--- src/rtl/multicycle_ctrl.sv ---
// Multicycle control FSM: FETCH/DECODE/EXEC/MEM/WB sequencing, PC/IR registers and MEM timeout.
// Optional JAL support is enabled by defining MULTICYCLE_JAL_EN.
module multicycle_ctrl #(
  parameter logic [31:0] INIT_PC     = 32'd0,
  parameter int          MEM_TIMEOUT = 8
) (
  input  logic        clk,
  input  logic        reset,
  input  logic [31:0] instr,
  input  logic        cmp_eq,
  input  logic        cmp_lt,
  input  logic        mem_ready,
  output logic [31:0] pc,
  output logic [31:0] ir,
  output logic [2:0]  alu_op,
  output logic        alu_src_b,
  output logic        mem_read,
  output logic        mem_write,
  output logic        reg_write,
  output logic [4:0]  reg_dst,
  output logic [2:0]  wb_sel,
  output logic [2:0]  state,
  output logic        mem_err
);

  typedef enum logic [2:0] {
    S_FETCH  = 3'd0,
    S_DECODE = 3'd1,
    S_EXEC   = 3'd2,
    S_MEM    = 3'd3,
    S_WB     = 3'd4
  } state_t;

  localparam int            CW       = (MEM_TIMEOUT > 1) ? $clog2(MEM_TIMEOUT) : 1;
  localparam logic [CW-1:0] CNT_LAST = CW'(MEM_TIMEOUT - 1);

  state_t        cur, nxt;
  logic [CW-1:0] mem_cnt;
  logic [5:0]    opc;
  logic          op_r, op_i, op_li, op_lui, op_ld, op_st, op_br, op_j, op_jal, op_valid;
  logic          br_taken, mem_last;
  logic [31:0]   jmp_tgt, br_tgt;

  assign opc      = ir[31:26];
  assign op_r     = (opc[5:3] == 3'b010);
  assign op_i     = (opc[5:3] == 3'b110);
  assign op_li    = (opc == 6'b111001);
  assign op_lui   = (opc == 6'b111010);
  assign op_ld    = (opc == 6'b111011) || (opc == 6'b111101);
  assign op_st    = (opc == 6'b111100) || (opc == 6'b111110);
  assign op_br    = (opc[5:2] == 4'b1000);
  assign op_j     = (opc == 6'b000001);
`ifdef MULTICYCLE_JAL_EN
  assign op_jal   = (opc == 6'b000011);
`else
  assign op_jal   = 1'b0;
`endif
  assign op_valid = op_r | op_i | op_li | op_lui | op_ld | op_st | op_br | op_j | op_jal;

  always_comb begin
    br_taken = 1'b0;
    case (opc[1:0])
      2'b00:   br_taken = cmp_eq;
      2'b01:   br_taken = !cmp_eq;
      2'b10:   br_taken = cmp_lt;
      default: br_taken = cmp_lt | cmp_eq;
    endcase
  end

  assign jmp_tgt  = {6'b0, ir[25:0]};
  assign br_tgt   = pc + {{16{ir[15]}}, ir[15:0]};
  assign mem_last = (mem_cnt == CNT_LAST);
  assign state    = cur;

  always_ff @(posedge clk or posedge reset) begin
    if (reset) cur <= S_FETCH;
    else       cur <= nxt;
  end

  // The datapath forms the I-form address with base 0 and the register forms
  // with R[ir[20:16]]; this block only selects add-with-immediate.
  always_comb begin
    nxt       = cur;
    alu_op    = 3'b000;
    alu_src_b = 1'b0;
    mem_read  = 1'b0;
    mem_write = 1'b0;
    reg_write = 1'b0;
    reg_dst   = ir[25:21];
    wb_sel    = 3'd0;
    case (cur)
      S_FETCH:  nxt = S_DECODE;
      S_DECODE: nxt = op_valid ? S_EXEC : S_FETCH;
      S_EXEC: begin
        if (op_r) begin
          alu_op = ir[28:26];
          nxt    = S_WB;
        end else if (op_i) begin
          alu_op    = ir[28:26];
          alu_src_b = 1'b1;
          nxt       = S_WB;
        end else if (op_li || op_lui || op_jal) begin
          nxt = S_WB;
        end else if (op_ld || op_st) begin
          alu_op    = 3'b010;
          alu_src_b = 1'b1;
          nxt       = S_MEM;
        end else begin
          nxt = S_FETCH;
        end
      end
      S_MEM: begin
        mem_read  = op_ld;
        mem_write = op_st;
        if (mem_ready)     nxt = op_ld ? S_WB : S_FETCH;
        else if (mem_last) nxt = S_FETCH;
      end
      S_WB: begin
        reg_write = 1'b1;
        nxt       = S_FETCH;
        if (op_ld)       wb_sel = 3'd1;
        else if (op_li)  wb_sel = 3'd2;
        else if (op_lui) wb_sel = 3'd3;
`ifdef MULTICYCLE_JAL_EN
        if (op_jal) begin
          wb_sel  = 3'd4;
          reg_dst = 5'd31;
        end
`endif
      end
      default: nxt = S_FETCH;
    endcase
  end

  // JAL commits its jump on the WB edge so pc still carries the link value
  // (post-increment pc) while R31 is written.
  always_ff @(posedge clk or posedge reset) begin
    if (reset) begin
      pc      <= INIT_PC;
      ir      <= 32'd0;
      mem_cnt <= '0;
      mem_err <= 1'b0;
    end else begin
      case (cur)
        S_FETCH: begin
          ir <= instr;
          pc <= pc + 32'd1;
        end
        S_EXEC: begin
          if (op_j)                  pc <= jmp_tgt;
          else if (op_br && br_taken) pc <= br_tgt;
        end
        S_WB: begin
          if (op_jal) pc <= jmp_tgt;
        end
        default: ;
      endcase
      if (cur == S_MEM) mem_cnt <= mem_cnt + 1'b1;
      else              mem_cnt <= '0;
      if (cur == S_MEM && !mem_ready && mem_last) mem_err <= 1'b1;
    end
  end

endmodule

--- config.mk ---
export PLATFORM = sky130hd
export DESIGN_NAME = multicycle_ctrl
export DESIGN_NICKNAME = d
export VERILOG_FILES = /design/src/rtl/multicycle_ctrl.sv
export SDC_FILE = /design/constraint.sdc
export NUM_CORES = 1
export LEC_CHECK = 0
export CORE_UTILIZATION = 41
export CTS_CLUSTER_SIZE = 40
export DETAILED_ROUTE_END_ITERATION = 10
export HOLD_SLACK_MARGIN = 0.03
export PLACE_DENSITY = 0.74
export SYNTH_ARGS = -nofsm -noshare
export SYNTH_HDL_FRONTEND = slang
export SYNTH_SLANG_ARGS = --single-unit
--- constraint.sdc ---
create_clock -name clk -period 4.42 [get_ports clk]
set_input_delay 0.663 -clock clk [delete_from_list [all_inputs] [get_ports clk]]
set_output_delay 0.663 -clock clk [all_outputs]
set_load 0.05 [all_outputs]
==> After elaboration in Yosys (flattened, before gate mapping) <==
Cells that the tools add are included.
Widths: inputs -> output; s select.
{ "totals": {"output_inout_bits": 83, "regBits": 71, "in_bits": 37, "wordCells": 79} }
{ "classes": {"n_bitwise": 8, "n_addsub": 3, "reduce_logical": 13, "muxes": 31, "eq_ne": 19} }
{ "op_table": {"columns": ["operator", "count"], "rows": [
  ["$mux 32", 2],
  ["$pmux 32 s2", 1],
  ["$eq 6x6->1 const B", 6],
  ["$add 32x1->32 const B", 1],
  ["$add 32x32->32", 1],
  ["$mux 3", 10],
  ["$mux 2", 8],
  ["$pmux 3 s4", 1],
  ["$eq 3x2->1 const B", 3],
  ["$eq 3x3->1 const B", 3],
  ["$mux 1", 8],
  ["$or 1x1->1", 8],
  ["$eq 6x1->1 const B", 1],
  ["$ne 3x3->1 const B", 2],
  ["$eq 4x4->1 const B", 1],
  ["$logic_or 1x1->1", 4],
  ["$add 3x1->3 const B", 1],
  ["$eq 3x1->1 const B", 1],
  ["$logic_and 1x1->1", 3],
  ["$logic_not 3->1", 1],
  ["$pmux 1 s3", 1],
  ["$eq 2x1->1 const B", 1],
  ["$eq 2x2->1 const B", 1],
  ["$logic_not 1->1", 2],
  ["3 further kinds", 3]
]} }

==> Depth between registers and ports, before layout <==
Gate-level depths: netlist (run 1).
{ "depth": {"word_depth": 10, "ltp_mapped": 11, "mapped_depth_nobuf": 11} }

==> Worst setup path before layout (run 1) <==
OpenSTA, ideal clock, no wires.
{ "synth_timing": {"kind": "register -> output", "startpoint": "register cur[1] (netlist: state[1])", "endpoint": "output mem_write", "stages_incl_launch_ff": 6, "n_path_buf": 2, "slack_ns": 0.704, "t_required_ns": 3.757, "arrival_time_ns": 3.053, "path_cell_list": "dfrtp_1 -> clkbuf_1 -> clkinv_1 -> or3_1 -> clkbuf_1 -> nor4_1"} }
{ "synth_via": {"elab_chain_len": 2} }
{ "synth_rtl": {"columns": ["item", "line", "source"], "rows": [
  ["from (decl)", "37", "state_t cur, nxt;"],
  ["from (signal assigned)", "77", "else cur <= nxt;"],
  ["$eq 3x2->1", "91", "case (cur)"],
  ["$mux 1", "91", null],
  ["to (decl)", "18", "output logic mem_write,"]
]} }
No other way between the ends.

==> Worst setup path in the final report (run 1) <==
{ "layout_timing": {"startpoint": "register cur[2] (netlist: state[2])", "endpoint": "output alu_op[2]"} }
{ "layout_via": {"elab_chain_len": 2} }
{ "layout_rtl": {"columns": ["item", "line", "source"], "rows": [
  ["$eq 3x2->1", "91", null],
  ["$mux 3", "91", null],
  ["to (decl)", "15", "output logic [2:0] alu_op,"]
]} }
No other way between the ends.

==> results by group, run 1 <==
Cells and area
  • Net count of the finished layout: 893
  • FF/Latch Area: 1780 um2
  • Commonest cells after routing, fill and taps aside: nand2_1 (150), clkdlybuf4s50_1 (118), a21oi_1 (74), dfrtp_1 (71), nor2_1 (52)
  • Most common cell after layout, fill and taps aside: nand2_1
  • Final Instance Area: 7210 um2
  • Synthesis-to-layout area growth: 28.0%
  • Diodes inserted: 0
  • Filler Cells Inserted: 1271
  • Number of standard cells in the final layout excluding fillers: 1002
  • Combined area of the multi-input logic cells: 3590 um2
  • Fraction of final layout cells with drive strength greater than 1: 5.57%

Yosys
  • Synthesis-stage register bit count: 71
  • Fraction of synthesis flops using an asynchronous set or reset pin: 100%
  • Synth Instances: 732
  • Top flip-flop cell by instance count after synthesis: dfrtp_1
  • Fraction of the yosys area taken by sequential cells: 31.5%
  • EDFF count, synth: 0
  • Unique masters post-synth: 72
  • Syn_area_per_cell: 7.69 um2
  • Post-synthesis instance area: 5630 um2
  • Net Count, Synth: 804
  • Yosys warning count: 0

Critical path
  • Startpoint-to-endpoint class of the critical path: reg -> out
  • Crit Reg-Reg Endpoint: pc[28]
  • Start point of the critical path: state[2]
  • Cell Chain, Critical Path: nor2_1 -> nand2_1 -> buf_4 -> nor4_1 -> clkdlybuf4s50_1
  • Endpoint required time on the critical path: 3.76 ns
  • Length in cells of the worst reg-to-reg path: 10
  • Worst-path fanout max: 35
  • Arrival time at the worst endpoint: 2.88 ns
  • Worst setup slack for register-to-register paths: 1.33 ns
  • Termination of the worst setup path: alu_op[2]
  • Worst flop-to-flop path startpoint: ir[15]
  • Stage delay of the slowest cell on the critical path: 0.88 ns
  • Nature of the critical path endpoint: output port
  • Slowest stage cell, crit path: clkdlybuf4s50_1
  • Startpoint type of the worst setup path: register

Die
  • Die Width: 119 um
  • Number of placed I/O pins: 120
  • Total Die Area: 14200 um2
  • Placeable Area: 13300 um2
  • Die span in y: 119 um
  • FP Rows: 42
  • Effective utilization at floorplan: 42.4%

Clock tree
  • Total of hold buffers inserted after clock tree synthesis: 0
  • Clock Latency Late Sink: 0.35 ns
  • Clock Pin Slew Worst Setup and Hold Paths: 0.06 ns
  • Number of levels in the clock H-tree: 3
  • Post-CTS resize count: 0
  • Clk root buf: clkbuf_16
  • Post-CTS setup buffer count: 0
  • CTS Buf Count: 9
  • Number of buffers on the longest clock path: 2
  • Clock tree from TritonCTS: done
  • Clock sinks: 71

STA
  • Final clock period utilization by the worst path: 80.1%
  • Final hold viol count: 0
  • Final number of setup-violating endpoints: 0
  • Worst slew margin relative to its limit: 23.4%
  • Unrepaired setup endpoints after global routing: no
  • Transition at the pin with the smallest max-transition slack: 1.15 ns
  • Final count of pins violating max slew: 0
  • Min Tclk post-route: 3.54 ns
  • Total negative setup slack: 0 ns
  • Achievable frequency: 0.282 GHz
  • Setup Skew: 0.00791 ns

Detailed routing
  • Wire per inst: 16.3 um
  • Post-detailed-route DRC marker count: 0
  • Vias after detailed routing: 5735
  • Number of detailed-routing iterations run before antenna repair: 6
  • Vias/cell: 5.72
  • Number of antenna-violating nets in the routed design: 0
  • Iter 0 DRT Violations: 612
  • Routed wire length: 16300 um

Global route
  • Number of global-route vias before repair: 5090
  • Initial antenna violation count: 0
  • Gr ovfl total: 0
  • First-pass GRT wire length: 26500 um
  • Largest net degree at the start of global routing: 46
  • All-Layer GR Usage: 23.4%

Flow run
  • Max-cap viol count: 0

Placed design
  • Port-buffer cells: 118
  • Instance area after placement: 6890 um2
  • Final Wtd Congestion: 0.898
  • Total half-perimeter wirelength after legalization and detailed placement: 11600 um
  • Number of placed cells counting well taps: 986

Run status
  • Result of the run: finished clean

Hold path
  • Min-Delay Path Class: reg -> reg
  • Number of cells on the worst hold path: 1
## worst min path at each step
stage,startpoint,endpoint
6_report,mem_cnt[0],mem_cnt[0]
2_1_floorplan,mem_cnt[0],mem_cnt[0]
5_1_grt,mem_cnt[0],mem_cnt[0]
3_3_place_gp,mem_cnt[0],mem_cnt[0]
4_1_cts,mem_cnt[0],mem_cnt[0]
3_5_place_dp,mem_cnt[0],mem_cnt[0]
## layout make-up
class / instances / area share (%)
clock buffer: 9 / 3.12
clock inverter: 7 / 1.34
inverter: 14 / 0.729
multi-input combinational: 598 / 49.8
sequential: 71 / 24.6
tap: 176 / 3.06
timing repair buffer: 127 / 17.3
## metrics by stage
step | hold slack (ns) | worst slack [ns] | utilization [%]
floorplan | 0.410 | 0.704 | -
global placement | 0.424 | 1.37 | 51.8
detailed placement | 0.432 | 1.26 | 51.8
CTS | 0.440 | 0.893 | 54.2
global route | 0.461 | 0.720 | 54.2
finish | 0.442 | 0.879 | 54.2
## state kept, by name (all words and copies together) (netlist names)
| register | flops |
|---|---|
| ir | 32 |
| mem_cnt | 3 |
| mem_err | 1 |
| pc | 32 |
| state | 3 |
## synthesized netlist by cell type, types with 3 or more instances
| library cell | n | area, um2 |
|---|---|---|
| nor2b_1 | 5 | 31.3 |
| o22ai_1 | 5 | 31.3 |
| and3_1 | 11 | 68.8 |
| ha_1 | 34 | 425 |
| nand4_1 | 8 | 50.1 |
| a21o_1 | 14 | 105 |
| inv_1 | 13 | 48.8 |
| or3_1 | 4 | 25.0 |
| nand2b_1 | 9 | 56.3 |
| xor2_1 | 15 | 131 |
| xnor2_1 | 16 | 140 |
| o211ai_1 | 8 | 60.1 |
| and4_1 | 3 | 26.3 |
| a211oi_1 | 7 | 52.6 |
| nand2_1 | 150 | 563 |
| a31oi_1 | 15 | 93.8 |
| o21ai_1 | 10 | 50.1 |
| buf_4 | 7 | 52.6 |
| nor4_1 | 7 | 43.8 |
| a21oi_1 | 74 | 370 |
| nor4b_1 | 3 | 26.3 |
| nand3_1 | 23 | 115 |
| clkbuf_1 | 30 | 113 |
| o21ai_0 | 48 | 240 |
| nor3_1 | 14 | 70.1 |
| o21bai_1 | 3 | 22.5 |
| o221ai_1 | 4 | 35.0 |
| dfrtp_1 | 71 | 1780 |
| nor2_1 | 52 | 195 |
| o31a_1 | 4 | 35.0 |
| buf_2 | 11 | 55.1 |
## worst max-delay path: cells and delay by family (launching register included)
kind	cells	cell delay [ns]
buf+inv	2	1.15
flops	1	0.46
simple gates	3	0.91
## per-layer routing
metal	vias up	track usage (%)	wire, um	part of all wire, %
met2	260	36.6	7380	45
met5	-	0	0	0
met1	2647	33.7	7590	46
met3	22	4.07	1210	7.4
li1	2806	-	-	-
met4	0	4.83	162	0.99
## kinds of logic after synthesis
| family | share of synthesized area, % |
|---|---|
| and+or+nand+nor | 25.5 |
| AOI/OAI and AO/OA | 24.9 |
| DFF | 31.5 |
| buffers and inverters | 4.91 |
| adders and majority gates | 7.91 |
| xor gates and xnor gates | 4.82 |
| muxes | 0.355 |
| other | 0.0666 |
Power of run 1 is not shown: default switching activity piles up to over one toggle a cycle in this logic, so the estimate is an artifact.
==> run 2: changes to the inputs <==
- clock period: 4.42 -> 3.3 ns (I/O delays scaled with it)
==> results by group, run 2 (synthesized netlist as in run 1, its figures left out) <==
Die
  • Number of placed I/O pins: 120
  • Total Die Area: 14200 um2
  • Effective utilization at floorplan: 42.4%
  • Die span in y: 119 um
  • Die Width: 119 um
  • Placeable Area: 13300 um2
  • FP Rows: 42

Hold path
  • Min-Delay Path Class: in -> async

Detailed routing
  • Post-detailed-route DRC marker count: 0
  • Routed wire length: 16600 um
  • Vias/cell: 5.68
  • Number of antenna-violating nets in the routed design: 0
  • Iter 0 DRT Violations: 618
  • Wire per inst: 16.2 um
  • Vias after detailed routing: 5797
  • Number of detailed-routing iterations run before antenna repair: 5

Cells and area
  • Commonest cells after routing, fill and taps aside: nand2_1 (150), clkdlybuf4s50_1 (113), a21oi_1 (74), dfrtp_1 (71), nor2_1 (52)
  • Net count of the finished layout: 911
  • Synthesis-to-layout area growth: 31.1%
  • Fraction of final layout cells with drive strength greater than 1: 8.29%
  • Most common cell after layout, fill and taps aside: nand2_1
  • Filler Cells Inserted: 1248
  • Diodes inserted: 0
  • FF/Latch Area: 1780 um2
  • Combined area of the multi-input logic cells: 3600 um2
  • Number of standard cells in the final layout excluding fillers: 1020
  • Top flop regs: ir x32, pc x32

Run status
  • Result of the run: finished clean

Critical path
  • Startpoint-to-endpoint class of the critical path: reg -> out
  • Endpoint required time on the critical path: 2.80 ns
  • Arrival time at the worst endpoint: 2.55 ns
  • Length in cells of the worst reg-to-reg path: 11
  • Worst flop-to-flop path startpoint: pc[0]
  • Cell Chain, Critical Path: clkinv_1 -> or3_1 -> nor4_2 -> clkdlybuf4s50_1
  • Top delay family on crit path: buffers and inverters
  • Worst setup slack for register-to-register paths: 0.34 ns
  • Number of buffer and inverter instances along the worst setup path: 2
  • Stage delay of the slowest cell on the critical path: 0.85 ns
  • Crit Reg-Reg Endpoint: pc[20]
  • Nature of the critical path endpoint: output port
  • Slowest stage cell, crit path: clkdlybuf4s50_1
  • Worst-path fanout max: 8
  • Startpoint type of the worst setup path: register
  • Start point of the critical path: state[1]

Clock tree
  • Clock sinks: 71
  • Post-CTS resize count: 0
  • Number of buffers on the longest clock path: 2
  • Total of hold buffers inserted after clock tree synthesis: 0
  • Number of levels in the clock H-tree: 3
  • Clk root buf: clkbuf_16
  • Clock tree from TritonCTS: done
  • Clock Latency Late Sink: 0.35 ns
  • Post-CTS setup buffer count: 0
  • Clock Pin Slew Worst Setup and Hold Paths: 0.06 ns
  • CTS Buf Count: 9

STA
  • Min Tclk post-route: 3.04 ns
  • Unrepaired setup endpoints after global routing: no
  • Final clock period utilization by the worst path: 92.1%
  • Achievable frequency: 0.329 GHz
  • Final number of setup-violating endpoints: 0
  • Total negative setup slack: 0 ns
  • Transition at the pin with the smallest max-transition slack: 0.893 ns
  • Final hold viol count: 0
  • Setup Skew: 0.00944 ns
  • Worst slew margin relative to its limit: 40.3%
  • Worst setup slack after layout: 0.259 ns
  • Final count of pins violating max slew: 0

Global route
  • Met1 track utilization from global routing: 35.2%
  • Met3 usage in global routing: 4.12%
  • Number of global-route vias before repair: 5300
  • Largest net degree at the start of global routing: 60
  • Gr ovfl total: 0
  • First-pass GRT wire length: 27500 um
  • GRT met2 Usage: 36.4%
  • GRT busiest layer: met2
  • All-Layer GR Usage: 24.2%
  • Initial antenna violation count: 0

Flow run
  • Max-cap viol count: 0

Placed design
  • Port-buffer cells: 118
  • Worst Setup Slack post-DPL: 0.297 ns
  • Total half-perimeter wirelength after legalization and detailed placement: 12200 um
  • Final Wtd Congestion: 0.912
  • Number of placed cells counting well taps: 1004
## run 2: cell types whose count changed in the layout (fill, tap and decap cells not counted)
cell / previous run / this run
buf_4: 9 / 27
buf_12: 0 / 5
clkdlybuf4s50_1: 118 / 113
clkinv_4: 2 / 0
nor4_1: 7 / 5
nor4_2: 2 / 4
bufinv_16: 2 / 1
clkbuf_1: 0 / 1
clkbuf_8: 0 / 1
clkinvlp_4: 0 / 1
## run 2: how the worst max path moves through the flow
stage,cells past startpoint,endpoint,slack (ns)
after global placement,9,pc[21],0.38
after detailed placement,9,pc[21],0.30
after floorplan,5,mem_read,0.1
after CTS,4,mem_write,0.24
final,4,mem_write,0.26
after global routing,11,pc[20],0.06
## run 2: area by class of cell
class	count	area share [%]
Inverter	14	0.712
Timing Repair Buffer	145	19.4
Clock inverter	5	0.763
Sequential cell	71	24.1
Clock buffer	11	3.29
Multi-Input combinational cell	598	48.8
Tap cell	176	2.98
## run 2: per-stage QoR
| step | util [%] | hold WS, ns | instance area (um2) |
|---|---|---|---|
| 2_1_floorplan | - | 0.410 | 5640 |
| 3_3_place_gp | 53.3 | 0.426 | 7080 |
| 3_5_place_dp | 53.3 | 0.440 | 7080 |
| 4_1_cts | 55.5 | 0.428 | 7380 |
| 5_1_grt | 55.5 | 0.434 | 7380 |
| 6_report | 55.5 | 0.426 | 7380 |
## run 2: layer usage
layer  routed length, um  vias to the layer above
met1                7780                     2693
met5                   0                        -
met3                1220                       23
li1                    -                     2846
met2                7260                      235
met4                 310                        0
Power of run 2 is left out for the same reason.
==> run 3: changes to the inputs <==
- ABC_CLOCK_PERIOD_IN_PS: not set -> 3300
==> results of run 3 <==
No change in the layout: final DEF, timing and power equal those of run 2.
Power of run 3 is left out for the same reason.
